==> src/rtl/alu_seq.sv <==
// alu_seq: registered ALU with a start/busy/done handshake.
// Single-cycle ops complete in one cycle. mul, divu and remu run on an
// iterative engine that handles one operand bit per cycle.
module alu_seq #(
  parameter int WIDTH = 32,
  parameter int SHW   = $clog2(WIDTH)
) (
  input  logic             clk,
  input  logic             rst_n,
  input  logic             start,
  input  logic [WIDTH-1:0] A,
  input  logic [WIDTH-1:0] B,
  input  logic [3:0]       sel,
  output logic [WIDTH-1:0] res,
  output logic             zero,
  output logic             neg,
  output logic             carry,
  output logic             ovf,
  output logic             dz,
  output logic             err,
  output logic             busy,
  output logic             done
);

  localparam logic [3:0] OP_ADD  = 4'h0;
  localparam logic [3:0] OP_SUB  = 4'h1;
  localparam logic [3:0] OP_MUL  = 4'h2;
  localparam logic [3:0] OP_DIVU = 4'h3;
  localparam logic [3:0] OP_AND  = 4'h4;
  localparam logic [3:0] OP_OR   = 4'h5;
  localparam logic [3:0] OP_XOR  = 4'h6;
  localparam logic [3:0] OP_NOT  = 4'h7;
  localparam logic [3:0] OP_SLTU = 4'h8;
  localparam logic [3:0] OP_SLT  = 4'h9;
  localparam logic [3:0] OP_SLL  = 4'hA;
  localparam logic [3:0] OP_SRL  = 4'hB;
  localparam logic [3:0] OP_SRA  = 4'hC;
  localparam logic [3:0] OP_REMU = 4'hD;

  // The counter must hold the value WIDTH itself.
  localparam int CW = SHW + 1;

  typedef enum logic [1:0] {S_IDLE, S_RUN, S_DONE} state_t;

  typedef struct packed {
    logic [WIDTH-1:0] val;
    logic             carry;
    logic             ovf;
    logic             dz;
    logic             err;
  } result_t;

  state_t state, state_nxt;

  logic [3:0]       op_q;
  logic [WIDTH-1:0] acc, x_q, y_q;
  logic [WIDTH-1:0] acc_nxt, x_nxt, y_nxt;
  logic [CW-1:0]    cnt;

  logic             accept, is_iter, go_run, last_step;
  logic [SHW-1:0]   shamt;
  logic [WIDTH:0]   sum;
  logic [WIDTH-1:0] diff;
  logic [WIDTH:0]   div_shift, div_trial;
  result_t          sc_r, it_r, wr_r;
  logic             wr_en;

  // start is only looked at in IDLE; DONE drops it so the next accept
  // comes one cycle after done at the earliest.
  assign accept    = (state == S_IDLE) && start;
  assign is_iter   = (sel == OP_MUL) || (sel == OP_DIVU) || (sel == OP_REMU);
  // Divide by zero (and mul by zero, whose product is simply 0) skip the
  // engine and finish in one cycle.
  assign go_run    = accept && is_iter && (|B);
  assign last_step = (state == S_RUN) && (cnt == CW'(1));
  assign shamt     = B[SHW-1:0];

  // State register.
  always_ff @(posedge clk or negedge rst_n) begin
    if (!rst_n) state <= S_IDLE;
    else        state <= state_nxt;
  end

  // Next-state logic.
  always_comb begin
    state_nxt = state;
    unique case (state)
      S_IDLE:  if (accept) state_nxt = go_run ? S_RUN : S_DONE;
      S_RUN:   if (last_step) state_nxt = S_DONE;
      S_DONE:  state_nxt = S_IDLE;
      default: state_nxt = S_IDLE;
    endcase
  end

  // Handshake outputs decoded from state.
  always_comb begin
    busy = (state == S_RUN);
    done = (state == S_DONE);
  end

  // Single-cycle results, evaluated straight from the inputs on the accept edge.
  always_comb begin
    sum  = {1'b0, A} + {1'b0, B};
    diff = A - B;
    sc_r = '0;
    unique case (sel)
      OP_ADD: begin
        sc_r.val   = sum[WIDTH-1:0];
        sc_r.carry = sum[WIDTH];
        sc_r.ovf   = (A[WIDTH-1] == B[WIDTH-1]) && (sum[WIDTH-1] != A[WIDTH-1]);
      end
      OP_SUB: begin
        sc_r.val   = diff;
        sc_r.carry = (A < B);
        sc_r.ovf   = (A[WIDTH-1] != B[WIDTH-1]) && (diff[WIDTH-1] != A[WIDTH-1]);
      end
      OP_MUL:  sc_r.val = '0;
      OP_DIVU: begin
        sc_r.val = '1;
        sc_r.dz  = 1'b1;
      end
      OP_REMU: begin
        sc_r.val = A;
        sc_r.dz  = 1'b1;
      end
      OP_AND:  sc_r.val = A & B;
      OP_OR:   sc_r.val = A | B;
      OP_XOR:  sc_r.val = A ^ B;
      OP_NOT:  sc_r.val = ~A;
      OP_SLTU: sc_r.val = {{(WIDTH-1){1'b0}}, (A < B)};
      OP_SLT:  sc_r.val = {{(WIDTH-1){1'b0}}, ($signed(A) < $signed(B))};
      OP_SLL:  sc_r.val = A << shamt;
      OP_SRL:  sc_r.val = A >> shamt;
      OP_SRA:  sc_r.val = $unsigned($signed(A) >>> shamt);
      default: sc_r.err = 1'b1;
    endcase
  end

  // One engine step: shift-add multiply, or one restoring-division bit.
  // For mul: acc = partial product, x = shifted multiplicand, y = multiplier.
  // For div: acc = partial remainder, x = dividend shifting into quotient,
  // y = divisor.
  always_comb begin
    acc_nxt   = acc;
    x_nxt     = x_q;
    y_nxt     = y_q;
    div_shift = {acc, x_q[WIDTH-1]};
    div_trial = div_shift - {1'b0, y_q};
    if (op_q == OP_MUL) begin
      acc_nxt = y_q[0] ? (acc + x_q) : acc;
      x_nxt   = x_q << 1;
      y_nxt   = y_q >> 1;
    end else begin
      // A non-negative trial keeps the subtraction and sets the quotient bit.
      acc_nxt = div_trial[WIDTH] ? div_shift[WIDTH-1:0] : div_trial[WIDTH-1:0];
      x_nxt   = {x_q[WIDTH-2:0], ~div_trial[WIDTH]};
    end
    it_r     = '0;
    it_r.val = (op_q == OP_DIVU) ? x_nxt : acc_nxt;
  end

  // Choose what gets registered and when.
  always_comb begin
    wr_en = (accept && !go_run) || last_step;
    wr_r  = last_step ? it_r : sc_r;
  end

  // Operand latch and iterative engine state.
  always_ff @(posedge clk or negedge rst_n) begin
    if (!rst_n) begin
      op_q <= '0;
      acc  <= '0;
      x_q  <= '0;
      y_q  <= '0;
      cnt  <= '0;
    end else if (accept) begin
      op_q <= sel;
      acc  <= '0;
      x_q  <= A;
      y_q  <= B;
      cnt  <= go_run ? CW'(WIDTH) : '0;
    end else if (state == S_RUN) begin
      acc  <= acc_nxt;
      x_q  <= x_nxt;
      y_q  <= y_nxt;
      cnt  <= cnt - CW'(1);
    end
  end

  // Result and flags; they change only when a result is registered.
  always_ff @(posedge clk or negedge rst_n) begin
    if (!rst_n) begin
      res   <= '0;
      zero  <= 1'b1;
      neg   <= 1'b0;
      carry <= 1'b0;
      ovf   <= 1'b0;
      dz    <= 1'b0;
      err   <= 1'b0;
    end else if (wr_en) begin
      res   <= wr_r.val;
      zero  <= (wr_r.val == '0);
      neg   <= wr_r.val[WIDTH-1];
      carry <= wr_r.carry;
      ovf   <= wr_r.ovf;
      dz    <= wr_r.dz;
      err   <= wr_r.err;
    end
  end

endmodule

==> config.mk <==
export PLATFORM = sky130hd
export DESIGN_NAME = alu_seq
export DESIGN_NICKNAME = d
export VERILOG_FILES = /design/src/rtl/alu_seq.sv
export SDC_FILE = /design/constraint.sdc
export NUM_CORES = 1
export LEC_CHECK = 0
export BUFFER_PORTS_ARGS = -buffer_cell sky130_fd_sc_hd__clkbuf_2
export CAP_MARGIN = 10
export CORE_MARGIN = 3
export CORE_UTILIZATION = 35
export CTS_CLUSTER_DIAMETER = 150
export DETAILED_ROUTE_END_ITERATION = 12
export MAX_ROUTING_LAYER = met4
export SLEW_MARGIN = 10
export SYNTH_ARGS = -nofsm -noshare
export SYNTH_HDL_FRONTEND = slang
export SYNTH_SLANG_ARGS = --single-unit
==> constraint.sdc <==
create_clock -name clk -period 4.85 [get_ports clk]
set_clock_uncertainty 0.05 [all_clocks]
set_input_delay 0.2425 -clock clk [delete_from_list [all_inputs] [get_ports clk]]
set_output_delay 0.2425 -clock clk [all_outputs]
set_load 0.03 [all_outputs]
==> results by group, run 1 <==
Placement
  • Place WS: -0.0959 ns
  • GP Congestion: 1.05
  • Input/output buffers: 110
  • Post-DP Area: 24400 sq um
  • Hpwl dp: 85.9 mm

GRT
  • GR Util met1: 42.3%
  • Vias in the first global route: 23531
  • First-pass GRT wire length: 158 mm
  • Largest net degree at the start of global routing: 85
  • GRT overflow: 0
  • Initial antenna violation count: 2
  • Total track usage: 32.7%
  • Global-route met2 utilization: 50.4%
  • Grt peak-use layer: met2
  • Global routing usage on met3: 3.94%

Critical path
  • CP top delay family: compound AO/OA/AOI/OAI gates
  • CP Max Fanout: 8
  • Max incr delay on CP: 0.39 ns
  • Worst path bufs/invs: 3
  • Crit path cell chain: inv_1 -> ha_1 -> inv_1 -> fa_2 -> a211oi_4 -> o32ai_2 -> a21oi_2 -> o311ai_4 -> a21oi_4 -> xnor2_4 -> buf_4 -> a211oi_2 -> o221ai_1 -> or2_0 -> a2111oi_4 -> and4_4 -> nand4b_1 -> o32ai_2
  • Critical Path AT: 4.96 ns
  • CP Data Required Time: 5.17 ns
  • CP Capture Type: register
  • Critical Path Slowest Stage Cell: fa_2
  • CP Class: reg -> reg
  • Critical path startpoint category: register

Route
  • Routed Antenna Nets: 0
  • Avg WL per Cell: 27.3 um
  • DRT Pass-1 Iters: 6
  • Vias: 25009
  • Vias per cell: 6.32
  • Post-Route WL: 108 mm
  • DRT iter0 DRCs: 3016
  • Number of remaining DRC errors: 0

Floorplan
  • DIE AREA: 65700 sq um
  • Starting Density: 35.5%
  • Die height: 256 um
  • I/O Pins: 111
  • Core Area: 61800 sq um
  • Die width: 256 um
  • Rows: 91

STA
  • Final period util: 95.7%
  • Worst slew pin tran: 1.11 ns
  • Fmax: 215 MHz
  • Final Hold Fails: 0
  • Setup_tns: 0 ns
  • RSZ-0062 raised after global routing: false
  • Minimum clock period: 4.64 ns
  • Pins over their slew limit: 0
  • Final hold slack: 0.0820 ns
  • Slew headroom: 25.5%
  • Setup-failing EPs final: 0
  • PnR worst setup slack: 0.208 ns

Final layout
  • Design area: 25000 sq um
  • Area occupied by registers: 3630 sq um
  • P&R area growth vs syn: 14.1%
  • Share of cells above drive strength 1: 16.8%
  • Area of the multi-input gates: 16800 sq um
  • Nets: 3342
  • # fillers: 6496

Yosys
  • Synth Instances: 2988
  • FF+latch count, synth: 145
  • Synth Net Count: 3225
  • EDFF count, synth: 0
  • Sequential cell area fraction in the yosys report: 16.6%
  • Most common library cells after synthesis: nand2_1 (379), a21oi_1 (260), o21ai_0 (260)
  • Largest area contributor in the netlist: dfrtp_1
  • Fraction of registers with async set/reset: 100%
  • Yosys cell types: 100
  • Avg Synthesized Cell Area: 7.34 sq um
  • Area of the mapped netlist: 21900 sq um
  • Synth Warn #: 0
  • Top FF cell, synth: dfrtp_1
  • Top cell type's share of synthesized area: 16.4%
  • Most common cell in the netlist: nand2_1
  • Synth top area cells: dfrtp_1 (16%), ha_1 (9.2%), nand2_1 (6.5%), a21oi_1 (5.9%), o21ai_0 (5.9%)

Status
  • Outcome: finished, final reports clean

Clock network
  • Htree depth: 4
  • Worst skew pair latency: 0.46 ns
  • Maximum buffer depth of the clock tree: 2
  • CTS tree: yes
  • Root buffer cell: clkbuf_16
  • Reg clk slew, reported paths: 0.07 ns
  • Clk sink count: 145
  • Total CTS buffers: 17

Run
  • Max Cap Viol: 0

Pwr
  • Leak Pwr: 10.9 nW
  • Pwr Density: 496 nW/um^2
  • VDD IR max: 276 uV

Worst hold path
  • Hold Path Class: in -> reg
state kept, by name, summed over array words and instances (netlist names):
name,count
acc,32
res,32
x_q,32
y_q,32
cnt,6
op_q,4
state,2
carry,1
dz,1
err,1
ovf,1
zero,1
tightest hold or removal path, stage by stage:
cell and delay (ns):
clkbuf_2 0.11, inv_1 0.10, o21ai_0 0.09
final cells by class:
type / count / share of cell area (%)
multi-input cells: 2447 / 67.2
flip-flops and latches: 145 / 14.5
repair buffers: 342 / 9.53
well taps: 837 / 4.19
inverters: 152 / 2.28
clock buffers: 17 / 1.70
clock inverters: 12 / 0.546
diodes: 3 / 0.0300
worst paths after layout:
check / from / to / slack [ns] / cells after the start
setup / recovery: x_q[31]$_DFFE_PN0P_ / zero$_DFFE_PN1P_ / 0.21 / 18
hold reg to reg: cnt[4]$_DFFE_PN0P_ / cnt[4]$_DFFE_PN0P_ / 0.42 / 1
min in group asynchronous: rst_n / res[16]$_DFFE_PN0P_ / 0.34 / 2
hold / removal: B[31] / y_q[31]$_DFFE_PN0P_ / 0.08 / 3
max in group asynchronous: rst_n / x_q[17]$_DFFE_PN0P_ / 3.33 / 3
setup reg to reg: x_q[31]$_DFFE_PN0P_ / zero$_DFFE_PN1P_ / 0.21 / 18
repair_timing:
item | 4_1_cts | 5_1_grt
endpoints found under the hold margin | 68 | 0
setup buffers | 0 | 1
pin swaps | 0 | 5
setup endpoints to repair | 1 | 1
gates resized for setup | 1 | 6
hold buffers | 1 | 0
where the power goes:
group | leakage, nW | internal, mW | switching (mW)
sequential | 1.85 | 1.72 | 0.631
clock | 0.268 | 0.751 | 0.577
combinational | 8.76 | 3.24 | 5.48
total | 10.9 | 5.71 | 6.69
through the flow:
stage	instances	utilization [%]	power (mW)
after floorplan	2988	-	8.06
after global placement	3921	39.4	10.8
after detailed placement	3921	39.4	10.8
after CTS	3951	40.4	12.2
after global routing	3954	40.4	13.2
final	3955	40.4	12.4
routing by layer:
| metal | part of all wire (%) | routed length (um) |
|---|---|---|
| met2 | 45 | 48100 |
| met1 | 41 | 44300 |
| met5 | 0 | 0 |
| met3 | 8.4 | 9080 |
| met4 | 6.0 | 6450 |
cell families after synthesis:
logic type | Yosys count | synth area share [%]
AOI/OAI and AO/OA | 1069 | 32.3
muxes | 202 | 12.2
DFF | 145 | 16.6
xor gates and xnor gates | 71 | 2.96
buffers and inverters | 396 | 7.15
and+or+nand+nor | 939 | 19.3
adders and majority gates | 166 | 9.61
cell usage in the layout, fill, tap and decap left out, types with 21 or more instances in the layout:
master	n
a21o_1	45
a22oi_1	50
inv_1	147
dfrtp_1	144
a211oi_1	54
nand4_1	26
o211ai_1	50
mux4_2	46
nand3_1	58
nand2b_1	22
ha_1	162
xnor2_1	50
buf_4	228
mux2i_1	101
o21bai_1	21
a21oi_1	260
o31ai_1	22
clkbuf_2	106
nand2_1	377
nor4_1	26
a31oi_1	36
o21ai_0	260
nor2b_1	24
o21a_1	29
mux2_2	55
nor3_1	63
nor2_1	251
(Power assumes the default switching activity.)
==> run 2: changes to the inputs <==
--- a/config.mk
+++ b/config.mk
@@ -12,6 +12,7 @@
 export CTS_CLUSTER_DIAMETER = 150
 export DETAILED_ROUTE_END_ITERATION = 12
 export MAX_ROUTING_LAYER = met4
+export PLACE_DENSITY = 0.49
 export SLEW_MARGIN = 10
 export SYNTH_ARGS = -nofsm -noshare
 export SYNTH_HDL_FRONTEND = slang
==> results by group, run 2 (synthesis gave the netlist of run 1 again) <==
Clock network
  • Total CTS buffers: 17 (unchanged)
  • Htree depth: 4 (unchanged)
  • Clk sink count: 145 (unchanged)
  • Maximum buffer depth of the clock tree: 2 (unchanged)
  • Worst skew pair latency: 0.45 ns (was 0.46 ns)
  • CTS tree: yes (unchanged)
  • Reg clk slew, reported paths: 0.07 ns (about the same)
  • Root buffer cell: clkbuf_16 (unchanged)

GRT
  • Total track usage: 36.2% (was 32.7%)
  • GRT overflow: 0 (unchanged)
  • First-pass GRT wire length: 172 mm (was 158 mm)
  • Vias in the first global route: 24494 (was 23531)
  • Initial antenna violation count: 0 (was 2)
  • Largest net degree at the start of global routing: 72 (was 85)

Placement
  • GP Congestion: 1.03 (was 1.05)
  • Hpwl dp: 95.8 mm (was 85.9 mm)
  • Post-DP Area: 24700 sq um (was 24400 sq um)
  • Input/output buffers: 110 (unchanged)

Critical path
  • CP Class: reg -> reg (unchanged)
  • CP Capture Type: register (unchanged)
  • Critical Path AT: 4.99 ns (was 4.96 ns)
  • CP Max Fanout: 6 (was 8)
  • CP Data Required Time: 5.17 ns (about the same)
  • Crit path launch: acc[0]$_DFFE_PN0P_ (was x_q[31]$_DFFE_PN0P_)
  • R2R Path Start: acc[0]$_DFFE_PN0P_ (was x_q[31]$_DFFE_PN0P_)
  • Critical path startpoint category: register (unchanged)

Route
  • Vias per cell: 6.33 (was 6.32)
  • Metal-1 WL: 49.3 mm (was 44.3 mm)
  • WL met2: 55.8 mm (was 48.1 mm)
  • DRT iter0 DRCs: 2567 (was 3016)
  • Met3 WL: 7.53 mm (was 9.08 mm)
  • Post-Route WL: 119 mm (was 108 mm)
  • Vias: 25295 (was 25009)
  • DR top layer: met4 (unchanged)
  • DRT Pass-1 Iters: 6 (unchanged)
  • Avg WL per Cell: 29.9 um (was 27.3 um)
  • Routed Antenna Nets: 0 (unchanged)
  • Number of remaining DRC errors: 0 (unchanged)

STA
  • Worst slew pin tran: 1.08 ns (was 1.11 ns)
  • RSZ-0062 raised after global routing: false (unchanged)
  • Final Hold Fails: 0 (unchanged)
  • Pins over their slew limit: 0 (unchanged)
  • Setup-failing EPs final: 0 (unchanged)
  • Setup_tns: 0 ns (unchanged)
  • Final period util: 96.2% (was 95.7%)
  • Minimum clock period: 4.66 ns (was 4.64 ns)
  • Fmax: 214 MHz (was 215 MHz)
  • Slew headroom: 28.1% (was 25.5%)

Final layout
  • Commonest non-fill, non-tap cell in the layout: nand2_1 (unchanged)
  • Share of cells above drive strength 1: 18.0% (was 16.8%)
  • P&R area growth vs syn: 16.0% (was 14.1%)
  • Design area: 25400 sq um (was 25000 sq um)
  • Nets: 3381 (was 3342)
  • Most frequent cells in the layout: nand2_1 (377), buf_4 (263), a21oi_1 (260), o21ai_0 (260), nor2_1 (251) (was nand2_1 (377), a21oi_1 (260), o21ai_0 (260))

Floorplan
  • Die width: 256 um (unchanged)
  • Die height: 256 um (unchanged)
  • I/O Pins: 111 (unchanged)
  • Rows: 91 (unchanged)
  • DIE AREA: 65700 sq um (unchanged)
  • Core Area: 61800 sq um (unchanged)
  • Starting Density: 35.5% (unchanged)

Worst hold path
  • Hold_sp: B[9] (was B[31])
  • Hold Path Class: in -> reg (unchanged)

Pwr
  • VDD IR max: 312 uV (was 276 uV)
  • Leak Pwr: 11.1 nW (was 10.9 nW)
  • Pwr Density: 514 nW/um^2 (was 496 nW/um^2)

Status
  • Outcome: finished, final reports clean (unchanged)

Run
  • Max Cap Viol: 0 (unchanged)
run 2: changes by cell type in the layout (fill, tap and decap cells not counted), moves of 2 or more:
cell and change:
buf_4 +35, buf_12 +4, inv_8 +3, a211oi_1 -2, a211oi_2 +2, clkinv_2 -2, clkinv_4 -2, inv_6 +2
run 2: through the flow:
stage	hold slack [ns]	worst slack (ns)	utilization (%)	power, mW	instances
2_1_floorplan	-0.103	0.133	-	8.06	2988
3_3_place_gp	0.265	-0.422	40.0	11.3	3958
3_5_place_dp	0.273	-0.495	40.0	11.3	3958
4_1_cts	0.100	0.0607	41.0	12.9	3993
5_1_grt	0.132	0.0229	41.1	13.9	3994
6_report	0.133	0.185	41.1	13.1	3997
run 2: worst max-delay path: stages, from the launching register on:
cell,delay [ns]
dfrtp_1,0.48
ha_1,0.28
fa_1,0.44
a211oi_1,0.36
o211ai_1,0.22
o2bb2ai_1,0.28
o21ai_0,0.24
a21oi_1,0.11
or3_1,0.32
a31oi_1,0.16
mux2_2,0.20
o221ai_1,0.21
a2111oi_2,0.48
and4_4,0.37
nand4b_1,0.12
o32ai_2,0.27
run 2: timing repair:
item,CTS,global route
gates resized for setup,2,9
cloned,0,0
hold buffers,1,0
setup buffers,2,1
pin swaps,1,4
setup endpoints to repair,1,1
hold endpoints to repair,68,0
run 2: area by class of cell:
type                            instances  area [sq um]
Sequential cell                       145          3630
Fill cell                            6520         36400
Clock buffer                           18           429
Clock inverter                         14           190
Inverter                              152           571
Tap cell                              837          1050
Timing Repair Buffer                  381          2730
Antenna cell                            3          7.51
Multi-Input combinational cell       2447         16800
run 2: metal layers:
layer / vias up / track usage [%]
met4: 0 / 17.1
met1: 12432 / 45.8
met2: 1260 / 58.8
li1: 11365 / -
met3: 238 / 3.00
met5: - / -
run 2: where the power goes:
part / leakage (nW) / switching [mW] / internal (mW)
Sequential: 1.85 / 0.636 / 1.72
Clock: 0.294 / 0.632 / 0.828
Combinational: 8.96 / 5.80 / 3.46
Total: 11.1 / 7.06 / 6.01
run 2: path summary, 6_finish.rpt:
check | slack [ns] | end | cells past startpoint
min in group asynchronous | 0.29 | y_q[29]$_DFFE_PN0P_ | 2
setup / recovery | 0.19 | zero$_DFFE_PN1P_ | 15
hold / removal | 0.13 | y_q[9]$_DFFE_PN0P_ | 3
setup reg to reg | 0.19 | zero$_DFFE_PN1P_ | 15
hold reg to reg | 0.43 | cnt[4]$_DFFE_PN0P_ | 1
max in group asynchronous | 3.30 | x_q[15]$_DFFE_PN0P_ | 3
